## src/rtl/imc_core.sv

```systemverilog
// imc_core: computes a*b + c*d with two parallel shift-add multiplier lanes.
// Optional sticky protocol-error detection is built when IMC_PROTO_ERR_EN is defined.
module imc_core #(
  parameter int W = 16
) (
  input  logic           clk,
  input  logic           rst_n,
  input  logic           imc_start,
  input  logic [W-1:0]   a,
  input  logic [W-1:0]   b,
  input  logic [W-1:0]   c,
  input  logic [W-1:0]   d,
  output logic           imc_ready,
  output logic [2*W:0]   result,
  output logic           res_valid,
  input  logic           res_accept,
  output logic           proto_err
);

  localparam int CW = (W > 1) ? $clog2(W) : 1;
  localparam logic [CW-1:0] CNT_LAST = CW'(W - 1);

  typedef enum logic [1:0] {IDLE, MUL, ADD, DONE} state_t;

  state_t                  state_reg, state_next;
  logic [CW-1:0]           cnt_reg;
  logic [2*W:0]            result_reg;
  logic                    load, step;
  logic [1:0][W-1:0]       mcand_in, mplier_in;
  logic [1:0][2*W-1:0]     prod;

  assign load      = (state_reg == IDLE) && imc_start;
  assign step      = (state_reg == MUL);
  assign mcand_in  = {c, a};
  assign mplier_in = {d, b};

  always_ff @(posedge clk or negedge rst_n) begin
    if (!rst_n) state_reg <= IDLE;
    else        state_reg <= state_next;
  end

  always_comb begin
    state_next = state_reg;
    case (state_reg)
      IDLE:    if (imc_start) state_next = MUL;
      MUL:     if (cnt_reg == CNT_LAST) state_next = ADD;
      ADD:     state_next = DONE;
      DONE:    if (res_accept) state_next = IDLE;
      default: state_next = IDLE;
    endcase
  end

  always_ff @(posedge clk or negedge rst_n) begin
    if (!rst_n)    cnt_reg <= '0;
    else if (load) cnt_reg <= '0;
    else if (step) cnt_reg <= cnt_reg + 1'b1;
  end

  // Lane 0 computes a*b, lane 1 computes c*d; both consume one multiplier bit per MUL cycle.
  genvar gi;
  generate
    for (gi = 0; gi < 2; gi++) begin : g_lane
      logic [2*W-1:0] mcand_reg;
      logic [2*W-1:0] acc_reg;
      logic [W-1:0]   mplier_reg;

      always_ff @(posedge clk or negedge rst_n) begin
        if (!rst_n) begin
          mcand_reg  <= '0;
          mplier_reg <= '0;
          acc_reg    <= '0;
        end else if (load) begin
          mcand_reg  <= {{W{1'b0}}, mcand_in[gi]};
          mplier_reg <= mplier_in[gi];
          acc_reg    <= '0;
        end else if (step) begin
          if (mplier_reg[0]) acc_reg <= acc_reg + mcand_reg;
          mcand_reg  <= mcand_reg << 1;
          mplier_reg <= mplier_reg >> 1;
        end
      end

      assign prod[gi] = acc_reg;
    end
  endgenerate

  // Sum is widened by one bit so the carry of two maximal products survives.
  always_ff @(posedge clk or negedge rst_n) begin
    if (!rst_n)                 result_reg <= '0;
    else if (state_reg == ADD)  result_reg <= {1'b0, prod[0]} + {1'b0, prod[1]};
  end

  assign result    = result_reg;
  assign imc_ready = (state_reg == IDLE);
  assign res_valid = (state_reg == DONE);

`ifdef IMC_PROTO_ERR_EN
  logic proto_err_reg;

  always_ff @(posedge clk or negedge rst_n) begin
    if (!rst_n)                              proto_err_reg <= 1'b0;
    else if (imc_start && state_reg != IDLE) proto_err_reg <= 1'b1;
  end

  assign proto_err = proto_err_reg;
`else
  assign proto_err = 1'b0;
`endif

endmodule
```

## config.mk

```make
export PLATFORM = sky130hd
export DESIGN_NAME = imc_core
export DESIGN_NICKNAME = d
export VERILOG_FILES = /design/src/rtl/imc_core.sv
export SDC_FILE = /design/constraint.sdc
export NUM_CORES = 1
export LEC_CHECK = 0
export CORE_MARGIN = 4
export CORE_UTILIZATION = 45
export CTS_BUF_LIST = sky130_fd_sc_hd__clkbuf_4
export CTS_CLUSTER_SIZE = 16
export DETAILED_ROUTE_END_ITERATION = 6
export PLACE_DENSITY = 0.71
export SLEW_MARGIN = 30
export SYNTH_ARGS = -nofsm -noshare
export SYNTH_HDL_FRONTEND = slang
export SYNTH_SLANG_ARGS = --single-unit
```

## constraint.sdc

```tcl
create_clock -name clk -period 5.9 [get_ports clk]
set_clock_uncertainty 0.2 [all_clocks]
set_input_delay 0.59 -clock clk [delete_from_list [all_inputs] [get_ports clk]]
set_output_delay 0.59 -clock clk [all_outputs]
set_load 0.05 [all_outputs]
```

==> metrics.md <==
| Metric | Value |
|---|---|
| Max incr delay on CP | 0.47 ns |
| Synth Register Bits | between 150 and 200 |
| Placed wire-length estimate | approximately 23000 um |
| FF-to-FF setup slack | 2.21 ns |
| Crit Path Class | reg -> reg |
| Hold Crit Depth | 3 |
| Drt first pass iters | 6 |
| Final setup violation count | 0 |
| GRT Max-Usage Layer | met2 |
| Leakage power | 6.90 nW |
| Layout net count | approximately 1700 |
| Worst EP arrival | roughly 4.0 ns |
| IO buf count | a little over 100 |
| Clock sink count | ~200 |
| GRT met3 Usage | 2.90% |
| Dpl ws | ~2.3 ns |
| Max Cap Viol | 0 |
| Top post-synthesis cells by count | dfrtp_1 (199), nand2_1 (196), o21ai_0 (144) |
| Core footprint | between 20000 and 30000 um^2 |
| Synthesized net count | 1620 |
| PnR worst setup slack | approximately 2.2 ns |
| Peak supply drop | 280 uV |
| Seq/Total Area, Yosys | 38.1% |
| Syn Inst Count | 1450 |
| Layout cell share with drive strength beyond 1 | 5.57% |
| Tot Pwr | between 0.006 and 0.007 W |
| CTS Buf Count | 17 |
| GPL Wtd Cong | between 0.9 and 1 |
| Clock Latency Late Sink | 0.61 ns |
| Min-delay src | a[0] |
| Largest net degree at the start of global routing | 130 |
| Most numerous cell in the Yosys netlist | dfrtp_1 |
| Largest area contributor in the netlist | dfrtp_1 |
| Std-Cell Rows | 62 |
| CTS tree | done |
| Crit path time final | 3.69 ns |
| Max FO, Critical Path | 4 |
| Vias per inst | between 5 and 6 |
| Drt drc | 0 |
| Die Height | around 180 um |
| PwrDens | 461 nW/um^2 |
| Synth Flop Type | dfrtp_1 |
| Number of enable flip-flop cells after synthesis | 0 |
| Required @ worst endpoint | 6.19 ns |
| Tcrit/Tclk final | 62.5% |
| WL/cell | 16.7 um |
| I/O pins | 104 |
| Full die area | 31900 um^2 |
| Max Slew Vio Count | 0 |
| Worst Setup End Kind | flop |
| Clock tree buffer depth | 2 |
| Register-to-Register Path Depth | 10 |
| Crit start category | flop |
| Status | finished clean |
| WL final | 32000 um |
| Avg Inst Size Synth | 9.02 um^2 |
| Yosys warns | 0 |
| R2r endpoint | result[30] |
| Antenna Nets Post-Route | 0 |
| M2 GR Usage | 33.8% |
| Die Wd | between 150 and 200 um |
| Iter 0 DRT Violations | about 900 |
| Synthesis-to-layout area growth | 12.7% |
| Share of the synthesized area in the top cell type | a little under two fifths |
| Setup Buffers After CTS | 0 |
| TNS Setup | 0 ns |
| Asr flop ratio synth | 100% |
| Met1 Use GR | 28.1% |
| H-tree levels | 4 |
| Crit. Startpoint | g_lane[0].acc_reg[0] |
| Worst-margin pin slew | around 0.84 ns |
| Initial antenna violation count | 1 |
| First-pass GRT wire length | 52700 um |
| Clock transition at the registers of the reported paths | 0.19 ns |
| Fmax | 271 MHz |
| Critical-path top delay cell | a2111oi_2 |
| RSZ-0062 raised after global routing | false |
| Final hold viol count | 0 |
| Vias | 11000 |
| Fin Hold WS | 0.290 ns |
| Hold EP | g_lane[0].mcand_reg[0] |
| Unique masters post-synth | 70 |
| Total grt overflow | 0 |
| Ranking of synthesized cells by area | dfrtp_1 (38%), ha_1 (9.5%), mux2i_1 (7.3%) |
| Initial core utilization | 45.6% |
| Tot GR Track Use | 20.3% |
| Clk root buf | clkbuf_4 |
| Slew Limit Headroom | 43.9% |
| Final core utilization | 51.4% |
| Cell Chain, Critical Path | ha_1, fa_1, a211oi_2, nor4_1, nor4b_2, o21ai_1, a2111oi_2, nor3_1, or3_1, a31o_1 |
| Post-Syn Area | 13100 um^2 |
| Vias in the first global route | 10500 |
| Reg2reg start | g_lane[0].acc_reg[0] |
| Hold crit path type | in -> reg |
power by group:
group	internal [W]	switching [W]
clock network	0.000201	0.000566
logic	0.00151	0.00225
registers	0.00186	0.000421
metrics by stage:
step / instance area, um^2 / std cells
global placement: 14400 / 1877
detailed placement: 14400 / 1877
floorplan: 13100 / 1450
finish: 14700 / 1911
CTS: 14700 / 1910
global route: 14700 / 1911
cell type report:
| cell class | instances | area, um^2 |
|---|---|---|
| Inverter | 26 | 97.6 |
| Antenna cell | 1 | 2.50 |
| Sequential cell | 199 | 4980 |
| Clock buffer | 17 | 128 |
| Timing Repair Buffer | 112 | 1120 |
| Tap cell | 384 | 480 |
| Multi-Input combinational cell | 1157 | 7760 |
| Clock inverter | 15 | 175 |
| Fill cell | 2715 | 14000 |
metal layers:
metal,vias to the layer above,share of wire [%]
met5,-,0
met4,0,1.8
met3,49,3.9
met2,239,47
met1,5288,47
li1,5411,-
worst max path at each step:
stage / endpoint / slack [ns] / depth (start not counted)
floorplan: result[30] / 2.74 / 10
global placement: result[30] / 2.36 / 10
detailed placement: result[30] / 2.29 / 10
CTS: result[30] / 2.24 / 10
global route: result[30] / 2.01 / 10
finish: result[30] / 2.21 / 10
logic make-up (layout without fill, tap and decap cells):
logic type	Yosys count	after routing	share of synthesized area [%]
other	1	2	0.0287
AO/OA/AOI/OAI	446	446	20.9
flip-flops	199	199	38.1
multiplexers	119	119	9.33
buffers and inverters	94	170	2.74
XOR/XNOR	61	61	4.08
adder cells (fa/ha/maj)	102	102	9.93
AND/OR/NAND/NOR	428	428	14.9
timing repair:
action                    in CTS  in global routing
hold buffers                   1                  0
resized for setup              0                  0
hold endpoints to repair      70                  0
critical path: cells and delay by family (launching register included):
family,cells,cell delay [ns]
DFF,1,0.44
and+or+nand+nor,4,0.96
AOI/OAI and AO/OA,4,1.28
adders and majority gates,2,0.70
layout by cell type (no fill, tap or decap), drive strengths merged, types with 6 or more instances in the layout:
cell type,synthesis,final
nand3,21,21
nor2b,6,6
o21bai,12,12
nand3b,6,6
a31oi,13,13
ha,99,99
a211oi,24,24
nor3,12,12
clkbuf,54,18
a2111oi,7,7
o21a,6,6
o21ai,149,149
nand2,196,196
clkinv,0,7
nor2,97,97
or2,6,6
clkdlybuf4s50,0,101
buf,14,9
mux2,23,23
or3,13,13
and3,16,16
a21oi,126,126
inv,26,33
dfrtp,199,199
xnor2,42,42
xor2,19,19
a21o,53,53
mux2i,96,96
nand4,14,14
nand2b,9,9
and2,12,12
No activity file was read; power rests on OpenSTA's default activity.
